## src/rtl/ipv4_blacklist_manager_if.sv

```systemverilog
// Command/response handshake and filter-table write bus for the IPv4 blacklist manager.
interface ipv4_blacklist_manager_if #(
  parameter int DEPTH = 16,
  parameter int IDX_W = 4
);
  logic             cmd_valid;
  logic             cmd_ready;
  logic [1:0]       cmd_op;
  logic [31:0]      cmd_ip;
  logic             rsp_valid;
  logic             rsp_ready;
  logic [1:0]       rsp_status;
  logic [IDX_W-1:0] rsp_index;
  logic             tbl_we;
  logic [IDX_W-1:0] tbl_waddr;
  logic [31:0]      tbl_wdata;
  logic [DEPTH-1:0] tbl_valid_mask;
  logic [IDX_W:0]   entry_count;

  modport master (
    output cmd_valid, cmd_op, cmd_ip, rsp_ready,
    input  cmd_ready, rsp_valid, rsp_status, rsp_index,
    input  tbl_we, tbl_waddr, tbl_wdata, tbl_valid_mask, entry_count
  );

  modport slave (
    input  cmd_valid, cmd_op, cmd_ip, rsp_ready,
    output cmd_ready, rsp_valid, rsp_status, rsp_index,
    output tbl_we, tbl_waddr, tbl_wdata, tbl_valid_mask, entry_count
  );
endinterface

```

## src/rtl/ipv4_blacklist_manager.sv

```systemverilog
// Maintains a shadow of the filter address table; add/delete/clear commands are
// resolved by a linear scan and mirrored to the table through a one-cycle write strobe.
module ipv4_blacklist_manager #(
  parameter int DEPTH = 16,
  parameter int IDX_W = 4
) (
  input logic                     i_clk,
  input logic                     i_rst,
  ipv4_blacklist_manager_if.slave bus
);
  // state | meaning
  // IDLE  | waiting for a command, cmd_ready high
  // SCAN  | comparing one shadow entry per cycle
  // WRITE | single table write for add/delete
  // CLEAR | zeroing entries 0..DEPTH-1, one per cycle
  // RESP  | holding the response until rsp_ready
  typedef enum logic [2:0] {S_IDLE, S_SCAN, S_WRITE, S_CLEAR, S_RESP} state_t;

  localparam logic [1:0] OP_ADD  = 2'b00;
  localparam logic [1:0] OP_CLR  = 2'b10;
  localparam logic [1:0] OP_RSVD = 2'b11;
  localparam logic [1:0] ST_OK   = 2'b00;
  localparam logic [1:0] ST_MISS = 2'b01;
  localparam logic [1:0] ST_FULL = 2'b10;
  localparam logic [1:0] ST_BAD  = 2'b11;
  localparam logic [IDX_W-1:0] LAST_IDX = IDX_W'(DEPTH - 1);

  state_t           r_state, w_state_nxt;
  logic [1:0]       r_op;
  logic [31:0]      r_ip;
  logic [IDX_W-1:0] r_idx;
  logic             r_found;
  logic [IDX_W-1:0] r_found_idx;
  logic             r_free;
  logic [IDX_W-1:0] r_free_idx;
  logic [1:0]       r_status;
  logic [IDX_W-1:0] r_rsp_idx;
  logic [31:0]      r_mem [DEPTH];
  logic [DEPTH-1:0] r_valid;
  logic [IDX_W:0]   r_count;

  logic             w_hit, w_last, w_free_now;
  logic             w_set_rsp;
  logic [1:0]       w_rsp_status;
  logic [IDX_W-1:0] w_rsp_idx;
  logic             w_we;
  logic [IDX_W-1:0] w_waddr;
  logic [31:0]      w_wdata;

  assign w_hit      = r_valid[r_idx] && (r_mem[r_idx] == r_ip);
  assign w_last     = (r_idx == LAST_IDX);
  assign w_free_now = r_free || !r_valid[r_idx];

  always_comb begin
    w_state_nxt  = r_state;
    w_set_rsp    = 1'b0;
    w_rsp_status = ST_OK;
    w_rsp_idx    = '0;
    w_we         = 1'b0;
    w_waddr      = '0;
    w_wdata      = '0;
    case (r_state)
      S_IDLE: begin
        if (bus.cmd_valid) begin
          if (bus.cmd_op == OP_RSVD || (bus.cmd_op != OP_CLR && bus.cmd_ip == '0)) begin
            w_state_nxt  = S_RESP;
            w_set_rsp    = 1'b1;
            w_rsp_status = ST_BAD;
          end else if (bus.cmd_op == OP_CLR) begin
            w_state_nxt = S_CLEAR;
          end else begin
            w_state_nxt = S_SCAN;
          end
        end
      end
      S_SCAN: begin
        if (w_hit) begin
          if (r_op == OP_ADD) begin
            w_state_nxt  = S_RESP;
            w_set_rsp    = 1'b1;
            w_rsp_status = ST_MISS;
            w_rsp_idx    = r_idx;
          end else begin
            w_state_nxt = S_WRITE;
          end
        end else if (w_last) begin
          if (r_op == OP_ADD && w_free_now) begin
            w_state_nxt = S_WRITE;
          end else begin
            w_state_nxt  = S_RESP;
            w_set_rsp    = 1'b1;
            w_rsp_status = (r_op == OP_ADD) ? ST_FULL : ST_MISS;
          end
        end
      end
      S_WRITE: begin
        // Only deletes reach WRITE with a match; adds always write the free slot.
        w_we         = 1'b1;
        w_waddr      = r_found ? r_found_idx : r_free_idx;
        w_wdata      = r_found ? 32'd0 : r_ip;
        w_state_nxt  = S_RESP;
        w_set_rsp    = 1'b1;
        w_rsp_idx    = w_waddr;
      end
      S_CLEAR: begin
        w_we    = 1'b1;
        w_waddr = r_idx;
        if (w_last) begin
          w_state_nxt = S_RESP;
          w_set_rsp   = 1'b1;
        end
      end
      S_RESP: begin
        if (bus.rsp_ready) w_state_nxt = S_IDLE;
      end
      default: w_state_nxt = S_IDLE;
    endcase
  end

  always_ff @(posedge i_clk) begin
    if (i_rst) begin
      r_state     <= S_IDLE;
      r_op        <= '0;
      r_ip        <= '0;
      r_idx       <= '0;
      r_found     <= 1'b0;
      r_found_idx <= '0;
      r_free      <= 1'b0;
      r_free_idx  <= '0;
      r_status    <= '0;
      r_rsp_idx   <= '0;
      r_valid     <= '0;
      r_count     <= '0;
    end else begin
      r_state <= w_state_nxt;
      if (w_set_rsp) begin
        r_status  <= w_rsp_status;
        r_rsp_idx <= w_rsp_idx;
      end
      case (r_state)
        S_IDLE: begin
          if (bus.cmd_valid) begin
            r_op        <= bus.cmd_op;
            r_ip        <= bus.cmd_ip;
            r_idx       <= '0;
            r_found     <= 1'b0;
            r_found_idx <= '0;
            r_free      <= 1'b0;
            r_free_idx  <= '0;
          end
        end
        S_SCAN: begin
          r_idx <= r_idx + 1'b1;
          if (!r_free && !r_valid[r_idx]) begin
            r_free     <= 1'b1;
            r_free_idx <= r_idx;
          end
          if (w_hit) begin
            r_found     <= 1'b1;
            r_found_idx <= r_idx;
          end
        end
        S_WRITE: begin
          r_valid[w_waddr] <= !r_found;
          r_count          <= r_found ? r_count - (IDX_W+1)'(1) : r_count + (IDX_W+1)'(1);
        end
        S_CLEAR: begin
          r_valid[r_idx] <= 1'b0;
          r_idx          <= r_idx + 1'b1;
          if (w_last) r_count <= '0;
        end
        default: ;
      endcase
    end
  end

  // Shadow contents are not reset: the table itself is never written by reset.
  always_ff @(posedge i_clk) begin
    if (!i_rst && w_we) r_mem[w_waddr] <= w_wdata;
  end

  assign bus.cmd_ready      = !i_rst && (r_state == S_IDLE);
  assign bus.rsp_valid      = !i_rst && (r_state == S_RESP);
  assign bus.rsp_status     = bus.rsp_valid ? r_status : 2'b00;
  assign bus.rsp_index      = bus.rsp_valid ? r_rsp_idx : '0;
  assign bus.tbl_we         = !i_rst && w_we;
  assign bus.tbl_waddr      = bus.tbl_we ? w_waddr : '0;
  assign bus.tbl_wdata      = bus.tbl_we ? w_wdata : 32'd0;
  assign bus.tbl_valid_mask = i_rst ? '0 : r_valid;
  assign bus.entry_count    = i_rst ? '0 : r_count;
endmodule

```

## src/flat_wrapper.sv

```systemverilog
// flat-port wrapper written by rule: the top's interface ports become plain ports
module ipv4_blacklist_manager_flat 
#(
  parameter int DEPTH = 16,
  parameter int IDX_W = 4
)
  (i_clk, i_rst, bus_cmd_valid, bus_cmd_op, bus_cmd_ip, bus_rsp_ready, bus_cmd_ready, bus_rsp_valid, bus_rsp_status, bus_rsp_index, bus_tbl_we, bus_tbl_waddr, bus_tbl_wdata, bus_tbl_valid_mask, bus_entry_count);
  ipv4_blacklist_manager_if #(.DEPTH(DEPTH), .IDX_W(IDX_W)) bus_i ();
  input logic i_clk;
  input logic i_rst;
  input wire logic [$bits(bus_i.cmd_valid)-1:0] bus_cmd_valid;
  input wire logic [$bits(bus_i.cmd_op)-1:0] bus_cmd_op;
  input wire logic [$bits(bus_i.cmd_ip)-1:0] bus_cmd_ip;
  input wire logic [$bits(bus_i.rsp_ready)-1:0] bus_rsp_ready;
  output wire logic [$bits(bus_i.cmd_ready)-1:0] bus_cmd_ready;
  output wire logic [$bits(bus_i.rsp_valid)-1:0] bus_rsp_valid;
  output wire logic [$bits(bus_i.rsp_status)-1:0] bus_rsp_status;
  output wire logic [$bits(bus_i.rsp_index)-1:0] bus_rsp_index;
  output wire logic [$bits(bus_i.tbl_we)-1:0] bus_tbl_we;
  output wire logic [$bits(bus_i.tbl_waddr)-1:0] bus_tbl_waddr;
  output wire logic [$bits(bus_i.tbl_wdata)-1:0] bus_tbl_wdata;
  output wire logic [$bits(bus_i.tbl_valid_mask)-1:0] bus_tbl_valid_mask;
  output wire logic [$bits(bus_i.entry_count)-1:0] bus_entry_count;
  assign bus_i.cmd_valid = bus_cmd_valid;
  assign bus_i.cmd_op = bus_cmd_op;
  assign bus_i.cmd_ip = bus_cmd_ip;
  assign bus_i.rsp_ready = bus_rsp_ready;
  assign bus_cmd_ready = bus_i.cmd_ready;
  assign bus_rsp_valid = bus_i.rsp_valid;
  assign bus_rsp_status = bus_i.rsp_status;
  assign bus_rsp_index = bus_i.rsp_index;
  assign bus_tbl_we = bus_i.tbl_we;
  assign bus_tbl_waddr = bus_i.tbl_waddr;
  assign bus_tbl_wdata = bus_i.tbl_wdata;
  assign bus_tbl_valid_mask = bus_i.tbl_valid_mask;
  assign bus_entry_count = bus_i.entry_count;
  ipv4_blacklist_manager #(.DEPTH(DEPTH), .IDX_W(IDX_W)) u_core (.i_clk(i_clk), .i_rst(i_rst), .bus(bus_i));
endmodule
```

## config.mk

```make
export PLATFORM = sky130hd
export DESIGN_NAME = ipv4_blacklist_manager_flat
export DESIGN_NICKNAME = d
export VERILOG_FILES = /design/src/rtl/ipv4_blacklist_manager_if.sv /design/src/rtl/ipv4_blacklist_manager.sv /design/src/flat_wrapper.sv
export SDC_FILE = /design/constraint.sdc
export NUM_CORES = 1
export LEC_CHECK = 0
export CAP_MARGIN = 0
export CELL_PAD_IN_SITES_DETAIL_PLACEMENT = 0
export CELL_PAD_IN_SITES_GLOBAL_PLACEMENT = 1
export CORE_MARGIN = 8
export CORE_UTILIZATION = 54
export CTS_BUF_LIST = sky130_fd_sc_hd__clkbuf_2
export DETAILED_ROUTE_END_ITERATION = 8
export HOLD_SLACK_MARGIN = 0.05
export PLACE_DENSITY_LB_ADDON = 0.1
export SLEW_MARGIN = 20
export SYNTH_ARGS = -nofsm -noshare
export SYNTH_HDL_FRONTEND = slang
export SYNTH_SLANG_ARGS = --single-unit
```

## constraint.sdc

```tcl
create_clock -name i_clk -period 5.24 [get_ports i_clk]
set_clock_uncertainty 0.1 [all_clocks]
set_input_delay 0.786 -clock i_clk [delete_from_list [all_inputs] [get_ports i_clk]]
set_output_delay 0.786 -clock i_clk [all_outputs]
set_load 0.02 [all_outputs]
```

==> run metrics, run 1 <==
Hold Fails Final Rpt=0; most frequent cells after synthesis=edfxtp_1 (512), nand2_1 (110), mux4_2 (106), mux2i_1 (88), a21oi_1 (83); area of the multi-input gates=0.00723 sq mm; part of the power in registers=0.539; Area Growth Syn to Fin=14.6%; synthesized net count=1566; Die X=230 microns; PortBufs=103; Clk network pwr share=0.319; mapped cell area=0.0247 sq mm; layout cell share with drive strength beyond 1=0.231; FMAX=0.210 GHz; Pre-antenna DRT Iters=5; Longest Clk Path Bufs=3; most common cell in the netlist=edfxtp_1; Yosys top cell by area=edfxtp_1; P per Cell Area=355 mW/mm^2; pins over their slew limit=0; first-pass GRT wire length=97.9 mm; period utilization=0.910; Hold WC Path Type=in2reg; sequential area share after synthesis=0.690; Max IR drop VDD=0.000188 V; PnR worst setup slack=0.472 ns; final setup fails=0; count of cell types in the netlist=66; initial antenna violation count=3; clk root buf=clkbuf_2; Initial Util=0.546; Avg Vias per Cell=6.07; Num CTS Buffers=148; num ports=104; CP max FO=32; slew margin rel.=0.348; die height=230 microns; GRT Resource Usage Total=0.254; DP Worst Slack=0.883 ns; DR WL/cell=27.2 microns; Detail Placement HPWL=38.8 mm; Sequential Area=0.0170 sq mm; nets=1804; # placed instances=2173; Avg Inst Size Synth=16.2 sq um; Period minus WS final=4.77 ns; die area=0.0527 sq mm; via count=15000; status=completed; static leakage=8.81 nW; final wirelength=67.2 mm; Int Pwr=0.00714 W; worst path cell trace=nand2b_1 > or2_2 > nor3_2 > buf_4 > and2_1 > clkdlybuf4s50_1; worst-margin pin slew=0.976 ns; Area contributors post-synth=edfxtp_1 (62%), mux4_2 (9.7%), dfxtp_1 (6.7%); Tot Pwr=0.0100 W; setup tns final=0 ns; DRC=0; Rows=78; clock sink total=594; number of warnings issued by yosys=0; Worst-Skew Late Latency=1.31 ns; Max-Cap Viols=0; Critical Path Max Stage Delay=0.63 ns; final std cells w/o fill=2467; Sw Pwr=0.00290 W; EDFF count, synth=512; Critical Path Start Type=flip-flop; fill count=3435; Antenna Violating Nets Remaining=0; Worst EP arrival=3.88 ns; CP Data Required Time=4.35 ns; post-synthesis register bit count=594; vias in the first global route=15100; ys flop type=edfxtp_1; htree depth=4; CTS tree=yes; CORE AREA=0.0452 sq mm; GPL Wtd Cong=0.812; largest net degree at the start of global routing=59; Clock transition at path regs=0.10 ns; Iter 0 DRT Violations=1589; top-area cell type share of the netlist area=0.624; ys async rst share=0; CP endpoint kind=output pin; Post-Synthesis Cells=1520; Setup CP Type=reg2out; unrepaired setup endpoints after global routing=no; Hold WS=0.234 ns; CP max-delay cell=clkdlybuf4s50_1; total grt overflow=0; Comb pwr share=0.143; Switching Share=0.289
cells by family (layout without fill, tap and decap cells):
| group | count (synthesis) | in the layout | synth area share |
|---|---|---|---|
| other | 0 | 1 | 0 |
| flip-flops | 594 | 594 | 0.690 |
| multiplexers | 201 | 201 | 0.137 |
| AND/OR/NAND/NOR | 380 | 380 | 0.0784 |
| XOR/XNOR | 51 | 51 | 0.0181 |
| AO/OA/AOI/OAI | 183 | 183 | 0.0507 |
| buffers and inverters | 103 | 449 | 0.0212 |
| adder cells (fa/ha/maj) | 8 | 8 | 0.00436 |
path summary, 6_finish.rpt:
kind                                            from                   end  slack (ns)  cells past startpoint
worst max register to register             flip-flop   u_core.r_rsp_idx[2]        0.77                     11
worst min register to register  u_core.r_free_idx[1]  u_core.r_free_idx[1]        0.36                      2
worst min-delay path                  bus_cmd_ip[10]       u_core.r_ip[10]        0.23                      3
worst max-delay path               u_core.r_state[2]     bus_tbl_wdata[10]        0.47                      6
registers in the layout, indices dropped and copies added, names as in the netlist, named ones only:
| register | count |
|---|---|
| u_core.r_mem | 512 |
| u_core.r_ip | 32 |
| u_core.r_valid | 16 |
| u_core.r_count | 5 |
| u_core.r_found_idx | 4 |
| u_core.r_free_idx | 4 |
| u_core.r_idx | 4 |
| u_core.r_rsp_idx | 4 |
| u_core.r_state | 3 |
| u_core.r_op | 2 |
| u_core.r_status | 2 |
| u_core.r_found | 1 |
| u_core.r_free | 1 |
per-layer routing:
metal | vias up | share of wire | GRT usage
met5 | - | 0.00016 | 0
met1 | 7713 | 0.41 | 0.337
li1 | 6528 | - | -
met4 | 2 | 0.024 | 0.0919
met3 | 108 | 0.084 | 0.0755
met2 | 623 | 0.48 | 0.397
layout by cell type (no fill, tap or decap), types with 9 or more instances in the layout:
cell type          n
and2_1            44
buf_4             34
nor4_1            16
nand2b_1           9
nand4_1           10
and3_1            36
buf_12             9
edfxtp_1         512
xor2_1            18
nand2_1          110
nor2_1            47
clkbuf_2         218
nand3_1           21
nor3_1            15
mux2i_1           88
clkdlybuf4s50_1  102
a21oi_1           83
dlygate4sd3_1     35
clkinv_1          22
dfxtp_1           78
a22oi_1           21
a221oi_1          21
mux4_2           106
xnor2_1           33
nor2b_1           28
nor2_4            12
critical path: cells and delay by family, from the launching register on:
family / cells / cell delay [ns]
buf+inv: 2 / 1.04
simple gates: 4 / 1.11
flops: 1 / 0.43
power groups by stage:
stage	combinational [W]	clock, W	sequential (W)
after floorplan	0.00104	0	0.00538
after global placement	0.00140	0	0.00551
after detailed placement	0.00141	0	0.00552
after CTS	0.00144	0.00328	0.00541
after global routing	0.00154	0.00352	0.00543
final	0.00143	0.00320	0.00541
final cells by class:
cell class                      count  share of cell area
Clock inverter                     40              0.0107
Sequential cell                   594               0.603
Clock buffer                      218              0.0386
Inverter                           11             0.00155
Timing Repair Buffer              180              0.0639
Tap cell                          600              0.0266
Antenna cell                        1           0.0000886
Multi-Input combinational cell    823               0.256
through the flow:
step	area, sq um	util
3_3_place_gp	26500	0.587
4_1_cts	28300	0.625
5_1_grt	28300	0.625
6_report	28300	0.625
3_5_place_dp	26500	0.587
2_1_floorplan	24700	-
timing repair:
action                                 in CTS  in global routing
hold buffers                               35                  0
buffers inserted                            0                  0
resized for setup                           0                  0
endpoints found under the hold margin      67                  0
setup endpoints to repair                   0                  0
(Power assumes the default switching activity.)
==> run 2: changes to the inputs <==
CTS_CLUSTER_DIAMETER = 100   (was not set)
==> results of run 2 <==
The final DEF is identical to that of run 1; final timing and power are the same.
==> run 3: changes to the inputs <==
REMOVE_ABC_BUFFERS = 1   (was not set)
==> run 3 against run 2 <==
Die area is the same; register-to-register slack lost 0.10 ns; routed wire length grew 2.4%; sequential power is essentially flat; setup slack lost 0.012 ns; largest power group unchanged.
==> run metrics, run 3 (same netlist as run 1, synthesis figures left out) <==
status=completed (unchanged); unrepaired setup endpoints after global routing=no (unchanged); Avg Vias per Cell=6.08 (was 6.07); worst-margin pin slew=1.05 ns (was 0.976 ns); GR Util met1=0.356 (was 0.337); hold buffers post-CTS=38 (was 35); largest net degree at the start of global routing=53 (was 59); Antenna Violating Nets Remaining=0 (unchanged); final setup fails=0 (unchanged); most frequent cells in the layout=edfxtp_1 (512), clkbuf_2 (242), nand2_1 (109) (was edfxtp_1 (512), clkbuf_2 (218), nand2_1 (110)); CORE AREA=0.0452 sq mm (unchanged); met2 Track Usage GR=0.413 (was 0.397); PortBufs=103 (unchanged); clk root buf=clkbuf_2 (unchanged); r2r endpoint=u_core.r_rsp_idx[1] (was u_core.r_rsp_idx[2]); worst hold endpoint=u_core.r_ip[23] (was u_core.r_ip[10]); P per Cell Area=358 mW/mm^2 (was 355 mW/mm^2); Worst EP arrival=3.89 ns (was 3.88 ns); Critical Path Start Type=flip-flop (unchanged); period utilization=0.912 (was 0.910); most common cell after layout, fill and taps aside=edfxtp_1 (unchanged); CP Data Required Time=4.35 ns (about the same); Core Util, Final=0.627 (was 0.625); CTS tree=yes (unchanged); Tot Pwr=0.0101 W (was 0.0100 W); clock sink total=594 (unchanged); first-pass GRT wire length=101 mm (was 97.9 mm); Detail Placement HPWL=39.6 mm (was 38.8 mm); GRT Resource Usage Total=0.261 (was 0.254); # Post-CTS Setup Buffers=0 (unchanged); FMAX=0.209 GHz (was 0.210 GHz); initial antenna violation count=1 (was 3); Period minus WS final=4.78 ns (was 4.77 ns); Num CTS Buffers=152 (was 148); num ports=104 (unchanged); post-CTS sizing=0 (unchanged); Area Growth Syn to Fin=14.9% (was 14.6%); Rows=78 (unchanged); Largest regs=u_core.r_mem x512, u_core.r_ip x32, u_core.r_valid x16 (unchanged); Reg2Reg Depth=10 (was 11); Hold Path Stages=3 (unchanged); Longest Clk Path Bufs=3 (unchanged); reg-to-reg setup timing slack=0.67 ns (was 0.77 ns); fill count=3444 (was 3435); Clock transition at path regs=0.09 ns (was 0.10 ns); pins over their slew limit=0 (unchanged); Largest register FFs=512 (unchanged); CP endpoint kind=output pin (unchanged); GPL Wtd Cong=0.812 (about the same); die height=230 microns (unchanged); Worst-Skew Late Latency=1.30 ns (was 1.31 ns); nets=1818 (was 1804); die area=0.0527 sq mm (unchanged); Iter 0 DRT Violations=1519 (was 1589); Hold Fails Final Rpt=0 (unchanged); # placed instances=2180 (was 2173); CP max FO=32 (unchanged); global routing's busiest layer=met2 (unchanged); static leakage=8.92 nW (was 8.81 nW); Largest Register=u_core.r_mem (unchanged); Setup CP Type=reg2out (unchanged); total grt overflow=0 (unchanged); Max-Cap Viols=0 (unchanged); final std cells w/o fill=2500 (was 2467); Die X=230 microns (unchanged); slew margin rel.=0.298 (was 0.348); Pre-antenna DRT Iters=6 (was 5); layout cell share with drive strength beyond 1=0.240 (was 0.231); htree depth=4 (unchanged); Hold WC Path Type=in2reg (unchanged); placed cell areas=0.0265 sq mm (about the same); cell area after layout=0.0283 sq mm (about the same); via count=15200 (was 15000); DRC=0 (unchanged); Initial Util=0.546 (unchanged); vias in the first global route=15500 (was 15100); met3 usage=0.0618 (was 0.0755); Hold Startpoint=bus_cmd_ip[23] (was bus_cmd_ip[10]); DR WL/cell=27.5 microns (was 27.2 microns); final wirelength=68.8 mm (was 67.2 mm); Max IR drop VDD=0.000258 V (was 0.000188 V)
run 3: changes by cell type in the layout (fill, tap and decap cells not counted), moves of 2 or more:
| cell | change |
|---|---|
| buf_12 | -6 |
| clkinvlp_4 | -2 |
| clkinv_1 | +4 |
| diode_2 | +2 |
| clkinv_4 | -2 |
| dlygate4sd3_1 | +3 |
| buf_4 | +13 |
| clkbuf_2 | +24 |
| bufinv_16 | -2 |
run 3: worst max-delay path by stage:
stage                 startpoint                   to  cells past startpoint
6_report       u_core.r_state[2]    bus_tbl_wdata[21]                      6
5_1_grt        u_core.r_state[2]     bus_tbl_wdata[4]                      6
2_1_floorplan          flip-flop  u_core.r_rsp_idx[0]                     10
3_3_place_gp           flip-flop  u_core.r_rsp_idx[3]                     10
3_5_place_dp           flip-flop  u_core.r_rsp_idx[3]                     10
4_1_cts        u_core.r_state[2]     bus_tbl_wdata[4]                      6
run 3: power breakdown:
group	switching, W	total [W]	internal [W]
clock	0.00187	0.00323	0.00136
combinational	0.000914	0.00150	0.000585
sequential	0.000191	0.00541	0.00522
run 3: metal layers:
layer / vias up / share of wire
met5: - / 0
met1: 7852 / 0.42
met3: 83 / 0.076
met2: 691 / 0.49
met4: 0 / 0.018
li1: 6565 / -
run 3: stage by stage:
stage	TNS (ns)	setup WS (ns)	hold slack (ns)
3_3_place_gp	0	0.763	0.340
6_report	0	0.460	0.205
4_1_cts	0	0.274	0.0716
2_1_floorplan	-20.98	-1.66	0.324
3_5_place_dp	0	0.709	0.347
5_1_grt	0	0.190	0.104
run 3: area by class of cell:
class,instances,area [sq um],area share
antenna,3,7.51,0.000265
clock buffer,242,1210,0.0428
clock inverter,37,221,0.00782
inverter,11,43.8,0.00155
multi-input combinational,823,7240,0.256
sequential,594,17000,0.601
tap,600,751,0.0265
timing repair buffer,190,1810,0.0641
run 3: critical path, cell delays in order (launching register included):
cell and delay (ns):
dfxtp_1 0.43, nand2b_1 0.27, or2_2 0.42, nor3_2 0.17, buf_4 0.42, and2_1 0.25, clkdlybuf4s50_1 0.63
